## config.mk

```make
export PLATFORM = sky130hd
export DESIGN_NAME = random_range_gen
export DESIGN_NICKNAME = d
export VERILOG_FILES = /design/src/rtl/random_range_gen.sv
export SDC_FILE = /design/constraint.sdc
export NUM_CORES = 1
export LEC_CHECK = 0
export ABC_CLOCK_PERIOD_IN_PS = 4400
export BUFFER_PORTS_ARGS = -buffer_cell sky130_fd_sc_hd__buf_2
export CELL_PAD_IN_SITES_DETAIL_PLACEMENT = 0
export CELL_PAD_IN_SITES_GLOBAL_PLACEMENT = 1
export CORE_MARGIN = 1.5
export CORE_UTILIZATION = 37
export DETAILED_ROUTE_END_ITERATION = 16
export PLACE_DENSITY = 0.82
export SLEW_MARGIN = 10
export SYNTH_ARGS = -nofsm -noshare
export SYNTH_HDL_FRONTEND = slang
export SYNTH_SLANG_ARGS = --single-unit
export TNS_END_PERCENT = 50
```

## constraint.sdc

```tcl
create_clock -name clock -period 4.4 [get_ports clock]
set_input_delay 0.88 -clock clock [delete_from_list [all_inputs] [get_ports clock]]
set_output_delay 0.88 -clock clock [all_outputs]
set_load 0.005 [all_outputs]
```

## src/rtl/random_range_gen.sv

```systemverilog
// Purpose : uniform pseudorandom value in [min_value, max_value], driven by a free-running Galois LFSR.
// Latency : valid 1..MAX_TRIES edges after the accept edge; error is reported 1 edge after the request.
// Backpr. : none; req is sampled only in IDLE and ignored (not queued) while busy.
//
// Ports:
//   clock, resetn         rising-edge clock, synchronous active-low reset
//   seed_load, seed_in    reseed the LFSR (a zero seed falls back to SEED)
//   req                   request one number; accepted only when idle
//   min_value, max_value  inclusive bounds, latched on accept
//   busy                  high while a draw is in flight
//   valid, num_out        one-cycle result pulse; num_out holds between pulses
//   error                 one-cycle pulse when min_value > max_value
module random_range_gen #(
  parameter int unsigned           WIDTH      = 8,
  parameter int unsigned           LFSR_WIDTH = 16,
  parameter logic [LFSR_WIDTH-1:0] TAPS       = 16'hB400,
  parameter logic [LFSR_WIDTH-1:0] SEED       = 16'hACE1,
  parameter int unsigned           MAX_TRIES  = 4
) (
  input  logic                  clock,
  input  logic                  resetn,
  input  logic                  seed_load,
  input  logic [LFSR_WIDTH-1:0] seed_in,
  input  logic                  req,
  input  logic [WIDTH-1:0]      min_value,
  input  logic [WIDTH-1:0]      max_value,
  output logic                  busy,
  output logic                  valid,
  output logic [WIDTH-1:0]      num_out,
  output logic                  error
);

  localparam int TRY_W = (MAX_TRIES > 1) ? $clog2(MAX_TRIES) : 1;
  localparam logic [TRY_W-1:0] LAST_TRY = TRY_W'(MAX_TRIES - 1);

  typedef enum logic [0:0] {
    IDLE = 1'b0,
    DRAW = 1'b1
  } state_t;

  state_t                state_q, state_d;
  logic [LFSR_WIDTH-1:0] lfsr_q;
  logic [LFSR_WIDTH-1:0] lfsr_step;
  logic [WIDTH-1:0]      lo_q, lo_d;
  logic [WIDTH-1:0]      span_q, span_d;
  logic [TRY_W-1:0]      try_q, try_d;
  logic [WIDTH-1:0]      num_d;
  logic                  valid_d;
  logic                  error_d;
  logic [WIDTH-1:0]      mask;
  logic [WIDTH-1:0]      cand;

  assign lfsr_step = (lfsr_q >> 1) ^ (lfsr_q[0] ? TAPS : '0);

  // Smear span rightwards so mask is the smallest 2^k-1 covering span.
  // Candidates drawn under this mask are <= 2*span+1, so halving a
  // rejected candidate always lands back inside the range.
  always_comb begin
    mask = span_q;
    for (int i = 1; i < int'(WIDTH); i++) begin
      mask = mask | (span_q >> i);
    end
  end

  // Draw from the LFSR value before this edge's step.
  assign cand = lfsr_q[WIDTH-1:0] & mask;

  assign busy = (state_q == DRAW);

  always_comb begin
    state_d = state_q;
    lo_d    = lo_q;
    span_d  = span_q;
    try_d   = try_q;
    num_d   = num_out;
    valid_d = 1'b0;
    error_d = 1'b0;
    case (state_q)
      IDLE: begin
        if (req) begin
          if (min_value > max_value) begin
            error_d = 1'b1;
          end else begin
            lo_d    = min_value;
            span_d  = max_value - min_value;
            try_d   = '0;
            state_d = DRAW;
          end
        end
      end
      DRAW: begin
        if (cand <= span_q) begin
          num_d   = lo_q + cand;
          valid_d = 1'b1;
          state_d = IDLE;
        end else if (try_q == LAST_TRY) begin
          // Bounded-latency fallback: slight bias is accepted here.
          num_d   = lo_q + (cand >> 1);
          valid_d = 1'b1;
          state_d = IDLE;
        end else begin
          try_d = try_q + TRY_W'(1);
        end
      end
      default: state_d = IDLE;
    endcase
  end

  always_ff @(posedge clock) begin
    if (!resetn) begin
      lfsr_q  <= SEED;
      state_q <= IDLE;
      lo_q    <= '0;
      span_q  <= '0;
      try_q   <= '0;
      num_out <= '0;
      valid   <= 1'b0;
      error   <= 1'b0;
    end else begin
      // Reseeding never lets the LFSR lock up at zero.
      if (seed_load) begin
        lfsr_q <= (seed_in == '0) ? SEED : seed_in;
      end else begin
        lfsr_q <= lfsr_step;
      end
      state_q <= state_d;
      lo_q    <= lo_d;
      span_q  <= span_d;
      try_q   <= try_d;
      num_out <= num_d;
      valid   <= valid_d;
      error   <= error_d;
    end
  end

endmodule

```

# Word-level counts from Yosys, hierarchy flattened

Index checks and enable logic that the tools add are counted.

Bits of input ports: 36
Flip-flop bits (word level): 45

Order comparisons: 2
Reductions and logical operators: 7
Add/sub/neg operators: 4
Mux-type cells: 18
Equal/unequal tests: 5
Bitwise gates (word level): 13

Operator list:

| operator           | number |
|---|---|
| $mux 16            | 3 |
| $logic_not 16->1   | 1 |
| $mux 8             | 2 |
| $xor 15x16->16     | 1 |
| $add 8x7->8        | 1 |
| $add 8x8->8        | 1 |
| $and 8x8->8        | 1 |
| $gt 8x8->1         | 1 |
| $le 8x8->1         | 1 |
| $mux 2             | 4 |
| $ne 2x2->1 const B | 4 |
| $or 8x1->8         | 1 |
| $or 8x2->8         | 1 |
| $or 8x3->8         | 1 |
| $or 8x4->8         | 1 |
| $or 8x5->8         | 1 |
| $or 8x6->8         | 1 |
| $or 8x7->8         | 1 |
| $sub 8x8->8        | 1 |
| $mux 1             | 7 |
| $not 1->1          | 4 |
| $pmux 2 s2         | 1 |
| $reduce_and 2->1   | 2 |
| $reduce_and 4->1   | 1 |
| 6 further kinds    | 6 |

# Logic depth before layout (Yosys ltp)

Gate-level depths: netlist of run 1.

Depth after elaboration: 11
Mapped depth: 18

# Worst setup path after synthesis of run 1

OpenSTA, ideal clock, no wires.

Kind: reg2reg
Start: register span_q[4]
End: register num_out[7]
Period minus slack after synthesis: 4157 ps
Required time: 4314 ps
Arrival time: 4070 ps
Stages on the path, launching flop included: 17
Path slack: 243 ps
Setup time: 86 ps
Path through: dfxtp_1 or4_1 or4_1 nand2_1 inv_1 ha_1 nand3b_1 a21oi_1 o211ai_2 clkbuf_1 o21ai_0 ha_1 and3_1 a221o_1 o41ai_1 xnor3_1 a211oi_1

Longest elaborated chain between the ends: 11
Elaborated cells between the ends (all ways): 15
Those cells by class: add/sub (2); order compare (1); mux (2); bitwise (8); reduce/logical (2)

Ends and longest elaborated chain:

| item                                               | RTL line | RTL |
|---|---|---|
| start: declaration                                 | 45       | `logic [WIDTH-1:0] span_q, span_d;` |
| start signal: assignment                           | 128      | `span_q <= span_d;` |
| $or 8x7->8                                         | 61       | `mask = mask \| (span_q >> i);` |
| $or 8x6->8                                         | 61       |  |
| $or 8x5->8                                         | 61       |  |
| $or 8x4->8                                         | 61       |  |
| $or 8x3->8                                         | 61       |  |
| $or 8x2->8                                         | 61       |  |
| $or 8x1->8                                         | 61       |  |
| $and 8x8->8                                        | 66       | `assign cand = lfsr_q[WIDTH-1:0] & mask;` |
| $add 8x7->8 / $le 8x8->1 (equally long branches)   | 98, 92   |  |
| $mux 8 / $reduce_bool 2->1 (equally long branches) | --       |  |
| $mux 8 / $reduce_and 2->1 (equally long branches)  | --       |  |
| end signal: assignment                             | 130      | `num_out <= num_d;` |
| end: declaration                                   | 29       | `output logic [WIDTH-1:0] num_out,` |

Several ways; a longest one is shown, not always the timed one. The select of a mux whose other input is x is not followed.
A chain may end at the register's enable or synchronous reset.

# Final worst setup path of run 1

Start: register span_q[5]
End: register num_out[7]

Same word-level chain as after synthesis.

==> run_results.csv, run 1 <==
group,metric,value,unit
logic_synthesis,synthesis.yosys.warnings,0,
detailed_routing,met2RoutedLength,3.07,mm
timing,timing.clock.skew,8.23,ps
timing,period_minus_slack,4280,ps
pwr,total_switching_power,0.390,mW
detailed_routing,met3_wirelength,130,um
floorplan,chipWidth,87.0,um
timing,slew_violations,0,
cts,cts_tree,"yes",
pwr,power.switching_fraction,33.1,%
critical_path,worst_r2r_startpoint,"span_q[5]$_SDFFE_PN0P_",
floorplan,io_pins,47,
global_route,globalRoute.totalOverflow,0,
global_route,grt_pass1_wl,10.1,mm
timing,setup_viol,0,
detailed_routing,routed_wire_length,6.29,mm
outcome,outcome,"finished, final reports clean",
logic_synthesis,synth.avg_cell_area,8.57,um^2
logic_synthesis,number_of_distinct_library_cells_after_synthesis,46,
critical_path,critPathLaunchType,"flop",
logic_synthesis,synth_top_area_share,34.5,%
logic_synthesis,yosysTopAreaCell,"dfxtp_1",
placement,area_of_placed_instances,2940,um^2
global_route,grt_util_all_layers,17.2,%
critical_path,crit_required,4620,ps
timing,rsz0062_at_grt,"true",
placement,preCtsSetupSlack,35.6,ps
detailed_routing,route.top_layer_used,"met4",
cts,cts_inserted_buffers,5,
pwr,power.share.clock,25.3,%
critical_path,path_class,"reg -> reg",
logic_synthesis,yosys_register_bits,45,
detailed_routing,drcViolationCount,0,
timing,maxSlewHeadroom,45.0,%
logic_synthesis,synth_async_sr_flop_share,0,%
detailed_routing,drt_iter0_markers,95,
global_route,antenna_found_initial,0,
pwr,leakagePower,1.46,nW
timing,tightestPinTransition,824,ps
critical_path,cp_max_fo,5,
critical_path,critical_path_arrival,4500,ps
cts,clk_pin_slew_worst_paths,80,ps
timing,fin_ws,125,ps
logic_synthesis,netlist_area,2610,um^2
global_route,grt_max_degree,26,
logic_synthesis,synth.yosys.seq_area_share,34.5,%
pwr,p_seq_share,38.9,%
run,cap_viol_max_count,0,
floorplan,starting_density_of_the_core,38.5,%
hold_path,hp-start,"lfsr_q[8]$_SDFF_PN0_",
logic_synthesis,synth_top_cells_by_area,"dfxtp_1 34%, ha_1 11%, mux2i_1 7.7%",
logic_synthesis,post_synth_inst_count,305,
pwr,power_density,370,nW/um^2
floorplan,die_y,87.0,um
cts,cts_buffer_depth,2,
placement,gpl.final_weighted_congestion,0.924,
detailed_routing,num_vias,2242,
pwr,internal-power,0.787,mW
detailed_routing,antenna_left,0,
logic_synthesis,synth_edf_count,0,
logic_synthesis,ys.flop_type,"dfxtp_1",
placement,dp.final_hpwl,4.87,mm
cts,clock_tree.root_cell,"clkbuf_8",
floorplan,die-area,7570,um^2
critical_path,worst_r2r_path_depth,15,
timing,final_hold_fails,0,
layout,n_antenna_cell,0,
layout,design_area,3180,um^2
floorplan,placementRows,30,
hold_path,holdCritPathClass,"reg -> reg",
floorplan,fp.coreArea,6790,um^2
pwr,portion_of_total_power_attributed_to_combinational_logic,35.8,%
layout,post-route-util,46.8,%
cts,htreeDepth,2,
detailed_routing,firstDrtPassIters,4,
layout,fraction_of_final_layout_cells_sized_beyond_drive_strength_1,23.6,%
logic_synthesis,syn-num-nets,366,
layout,fillerInstances,674,
hold_path,hold_depth,2,
detailed_routing,m1WireLength,3.00,mm
critical_path,regToRegEndpoint,"num_out[7]$_SDFFE_PN0P_",
cts,worstSkewPairLatency,300,ps
global_route,first_global_vias,2121,
layout,syn2layout_area_growth,21.8,%
critical_path,internal_reg_to_reg_setup_slack,120,ps
pwr,irDropWorstVdd,0.000132,V
timing,max_clock_freq,0.234,GHz
critical_path,endpoint_kind,"flop",
hold_path,hold-path-endpoint,"lfsr_q[7]$_SDFF_PN1_",
detailed_routing,post_dr_wirelength_cell,13.9,um
cts,numClockSinks,45,
layout,final_nets,417,
detailed_routing,routed_via_density,4.96,
timing,post-route-period-util,97.2,%
placement,placement.io_buffers,46,
-- registers in the layout (all words and copies together) (netlist names) --
register	flops
span_q	8
num_out	8
busy	1
try_q	2
error	1
valid	1
lfsr_q	16
lo_q	8
-- cells by family after synthesis --
kind of cell	share of synthesized area [%]
AND/OR/NAND/NOR	18.4
AO/OA/AOI/OAI	17.1
flip-flops	34.5
buffers and inverters	5.51
adder cells (fa/ha/maj)	12.5
multiplexers	7.66
XOR/XNOR	4.21
-- cell usage after synthesis (3+ instances only) --
library cell / instances
nor3_1: 3
inv_1: 23
o21a_1: 4
o21ai_0: 12
nor4_1: 5
o22ai_1: 8
o31a_1: 3
xnor2_1: 8
clkbuf_1: 7
dfxtp_1: 45
ha_1: 23
and3_1: 5
nor2_1: 31
a21o_1: 3
a21oi_1: 20
nand2_1: 36
mux2i_1: 20
nand3_1: 5
-- layout make-up --
class	instances	area, um^2	area share (%)
multi-input cells	227	1680	52.9
flip-flops and latches	45	903	28.4
repair buffers	53	283	8.89
well taps	96	120	3.78
inverters	24	90.1	2.83
clock buffers	5	68.8	2.16
clock inverters	2	35.0	1.10
-- metal layers --
layer | vias up | track usage (%)
li1 | 1173 | -
met5 | - | 0
met2 | 26 | 29.0
met1 | 1036 | 22.5
met3 | 7 | 2.65
met4 | 0 | 5.28
-- cell usage in the layout, fill, tap and decap left out, types with 3 or more instances in the layout --
cell      instances
o21ai_1           3
nand3_1           5
buf_2            46
xnor2_1           8
clkbuf_8          5
ha_1             22
o21ai_0           8
o31a_1            3
o22ai_1           8
a211oi_2          3
nor3_1            3
o21a_1            4
nor4_1            5
buf_4             7
inv_1            22
dfxtp_1          43
nor2_1           31
nand2_1          33
a21oi_1          17
mux2i_1          19
and3_1            5
o21ai_2           3
a21o_1            3
-- stage by stage --
| stage | cells | setup TNS, ps | power (mW) | hold slack, ps |
|---|---|---|---|---|
| 5_1_grt | 452 | -54.7 | 1.25 | 486 |
| 6_report | 452 | 0 | 1.18 | 468 |
| 3_5_place_dp | 441 | 0 | 0.806 | 445 |
| 3_3_place_gp | 441 | 0 | 0.803 | 440 |
| 2_1_floorplan | 305 | 0 | 0.708 | 429 |
| 4_1_cts | 448 | 0 | 1.11 | 467 |
-- power groups by stage --
stage / combinational (mW) / sequential (mW) / clock, mW
after floorplan: 0.248 / 0.460 / 0
after global placement: 0.338 / 0.465 / 0
after detailed placement: 0.340 / 0.466 / 0
after CTS: 0.345 / 0.456 / 0.308
after global routing: 0.468 / 0.461 / 0.325
final: 0.421 / 0.458 / 0.298
-- repair_timing --
action,CTS,global route
pin swaps,0,12
setup endpoints to repair,1,2
setup buffers,0,3
hold buffers,0,0
resized for setup,2,25
cloned,0,1
-- worst max-delay path, stage by stage, from the launching register on --
cell and delay, ps:
dfxtp_2 340, or4_4 540, or4_4 580, nand2_4 90, inv_2 50, ha_4 260
nand3b_1 120, a21oi_4 260, o211ai_4 140, mux2i_2 240, ha_1 260, a21o_1 200
a221o_1 350, o41ai_2 310, xnor3_1 280, a211oi_2 170
-- how the worst max path moves through the flow --
stage,from,cells after the start,slack [ps],end
floorplan,span_q[4]$_SDFFE_PN0P_,16,240,num_out[7]$_SDFFE_PN0P_
global placement,span_q[4]$_SDFFE_PN0P_,14,10,num_out[7]$_SDFFE_PN0P_
detailed placement,span_q[5]$_SDFFE_PN0P_,15,40,num_out[7]$_SDFFE_PN0P_
CTS,span_q[5]$_SDFFE_PN0P_,16,30,num_out[7]$_SDFFE_PN0P_
global route,span_q[7]$_SDFFE_PN0P_,15,-50,num_out[7]$_SDFFE_PN0P_
finish,span_q[5]$_SDFFE_PN0P_,15,120,num_out[7]$_SDFFE_PN0P_
No activity file was read; power rests on OpenSTA's default activity.
==> run 2, diff against run 1 <==
--- a/config.mk
+++ b/config.mk
@@ -6,7 +6,7 @@
 export NUM_CORES = 1
 export LEC_CHECK = 0
 export ABC_CLOCK_PERIOD_IN_PS = 4400
-export BUFFER_PORTS_ARGS = -buffer_cell sky130_fd_sc_hd__buf_2
+export BUFFER_PORTS_ARGS = -buffer_cell sky130_fd_sc_hd__clkbuf_2
 export CELL_PAD_IN_SITES_DETAIL_PLACEMENT = 0
 export CELL_PAD_IN_SITES_GLOBAL_PLACEMENT = 1
 export CORE_MARGIN = 1.5
==> run 2 against run 1 <==
  * Die area did not move
  * Via count rose by 0.85%
  * Sequential share of layout area rose by 0.88 points
  * Power fell by 9.0%
  * Register-to-register slack improved by 90 ps
  * Setup slack improved by 86 ps
  * First-iteration DRC count rose by 1.1%
  * Clock power fell by 23%
==> run_results.csv, run 2 (synthesis results as in run 1) <==
group,metric,value,unit
placement,area_of_placed_instances,2940,um^2
cts,numClockSinks,45,
floorplan,io_pins,47,
global_route,grt_pass1_wl,10.1,mm
timing,fin_worst_hold_slack,457,ps
layout,layout_commonest_cell,"clkbuf_2",
global_route,first_global_vias,2101,
detailed_routing,post_dr_wirelength_cell,13.6,um
global_route,grt_max_degree,24,
critical_path,endpoint_kind,"flop",
critical_path,worst_r2r_startpoint,"span_q[4]$_SDFFE_PN0P_",
critical_path,path_cells,"or4_1 -> or4_1 -> nand2_1 -> inv_1 -> ha_1 -> nand3b_1 -> a21oi_4 -> o211ai_4 -> o21ai_1 -> ha_1 -> and3_1 -> a221o_1 -> o41ai_2 -> xnor3_1 -> a211oi_1",
detailed_routing,drt_iter0_markers,96,
layout,largest_register_ffs,16,
global_route,antenna_found_initial,0,
critical_path,crit_family,"simple AND/OR/NAND/NOR gates",
timing,maxSlewHeadroom,43.1,%
timing,tightestPinTransition,853,ps
pwr,irDropWorstVdd,0.000215,V
cts,cts_buffer_depth,2,
outcome,outcome,"finished, final reports clean",
cts,cts_tree,"yes",
layout,max_flop_register,"lfsr_q",
timing,setup_viol,0,
placement,dp.final_hpwl,4.94,mm
detailed_routing,num_vias,2261,
critical_path,cp_max_delay_cell,"or4_1",
pwr,leakagePower,1.43,nW
timing,post-route-period-util,95.2,%
cts,htreeDepth,2,
critical_path,regToRegEndpoint,"num_out[7]$_SDFFE_PN0P_",
layout,post-route-util,45.3,%
timing,rsz0062_at_grt,"true",
cts,worstSkewPairLatency,290,ps
floorplan,fp.coreArea,6790,um^2
placement,placement.io_buffers,46,
hold_path,holdCritPathClass,"reg -> reg",
cts,cts_inserted_buffers,5,
detailed_routing,drcViolationCount,0,
layout,most-common-layout-cells,"46 x clkbuf_2, 45 x dfxtp_1, 35 x nand2_1",
layout,design_area,3080,um^2
floorplan,placementRows,30,
detailed_routing,routed_wire_length,6.09,mm
placement,gpl.final_weighted_congestion,0.893,
critical_path,cp_max_fo,5,
critical_path,path_class,"reg -> reg",
hold_path,hold_depth,2,
timing,max_clock_freq,0.239,GHz
detailed_routing,antenna_left,0,
critical_path,critPathLaunchType,"flop",
floorplan,die_y,87.0,um
critical_path,internal_reg_to_reg_setup_slack,210,ps
layout,syn2layout_area_growth,17.8,%
timing,slew_violations,0,
timing,timing.setup.tns,0,ps
layout,final_nets,415,
floorplan,die-area,7570,um^2
layout,n_antenna_cell,0,
critical_path,worst-path-buf-inv,1,
timing,timing.clock.skew,7.18,ps
critical_path,crit_required,4610,ps
timing,period_minus_slack,4190,ps
critical_path,critical_path_arrival,4400,ps
timing,final_hold_fails,0,
global_route,grt_util_all_layers,17.2,%
floorplan,chipWidth,87.0,um
critical_path,worst_r2r_path_depth,15,
hold_path,hp-start,"lfsr_q[8]$_SDFF_PN0_",
layout,fraction_of_final_layout_cells_sized_beyond_drive_strength_1,19.5,%
global_route,globalRoute.totalOverflow,0,
run,cap_viol_max_count,0,
floorplan,starting_density_of_the_core,38.5,%
cts,clock_tree.root_cell,"clkbuf_8",
pwr,power.total,1.07,mW
detailed_routing,routed_via_density,5.04,
pwr,power_density,348,nW/um^2
detailed_routing,firstDrtPassIters,5,
hold_path,hold-path-endpoint,"lfsr_q[7]$_SDFF_PN1_",
cts,clk_pin_slew_worst_paths,80,ps
critical_path,maximum_cell_stage_delay_along_the_critical_path,590,ps
run 2: changes by cell type in the layout (fill, tap and decap cells not counted), sizes merged:
cell,previous run,this run
clkbuf,5,51
bufinv,1,0
buf,53,5
run 2: worst max path at each step:
stage	cells after the start	from	slack (ps)	to
finish	15	span_q[4]$_SDFFE_PN0P_	210	num_out[7]$_SDFFE_PN0P_
global route	16	span_q[4]$_SDFFE_PN0P_	0.4	num_out[6]$_SDFFE_PN0P_
CTS	15	span_q[4]$_SDFFE_PN0P_	10	num_out[7]$_SDFFE_PN0P_
detailed placement	15	span_q[4]$_SDFFE_PN0P_	20	num_out[7]$_SDFFE_PN0P_
global placement	14	span_q[4]$_SDFFE_PN0P_	10	num_out[7]$_SDFFE_PN0P_
floorplan	16	span_q[4]$_SDFFE_PN0P_	240	num_out[7]$_SDFFE_PN0P_
run 2: area by class of cell:
type | count | area (um^2)
flip-flops and latches | 45 | 901
well taps | 96 | 120
fillers | 695 | 3720
multi-input cells | 227 | 1630
repair buffers | 51 | 268
clock buffers | 5 | 68.8
inverters | 24 | 90.1
clock inverters | 1 | 5.00
run 2: per-layer routing:
layer	vias to the layer above	routed length [um]	track usage (%)	share of wire, %
met5	-	0	0	0
met4	0	75	4.40	1.2
met3	7	207	3.22	3.4
met2	35	2940	28.8	48
met1	1045	2870	22.8	47
li1	1174	-	-	-
run 2: worst register-to-register path, delay by kind of cell (launching register included):
family	cells	cell delay [ps]
compound gates	6	1380
simple gates	5	1500
fa+ha+maj	2	600
xor+xnor	1	260
buf+inv	1	50
flops	1	320
run 2: per-stage QoR:
stage	worst slack, ps	cells
2_1_floorplan	243	305
3_3_place_gp	12.7	441
3_5_place_dp	19.0	441
4_1_cts	13.3	447
5_1_grt	0.379	449
6_report	210	449
run 2: power breakdown:
part           switching (mW)  internal, mW
Clock                   0.125         0.105
Combinational           0.216         0.168
Sequential             0.0204         0.436
Total                   0.362         0.709
run 2: timing repair:
action / 4_1_cts / 5_1_grt
setup buffers: 0 / 1
resized for setup: 1 / 11
cloned: 0 / 1
pin swaps: 0 / 2
endpoints found under the setup margin: 1 / 2
hold buffers: 0 / 0
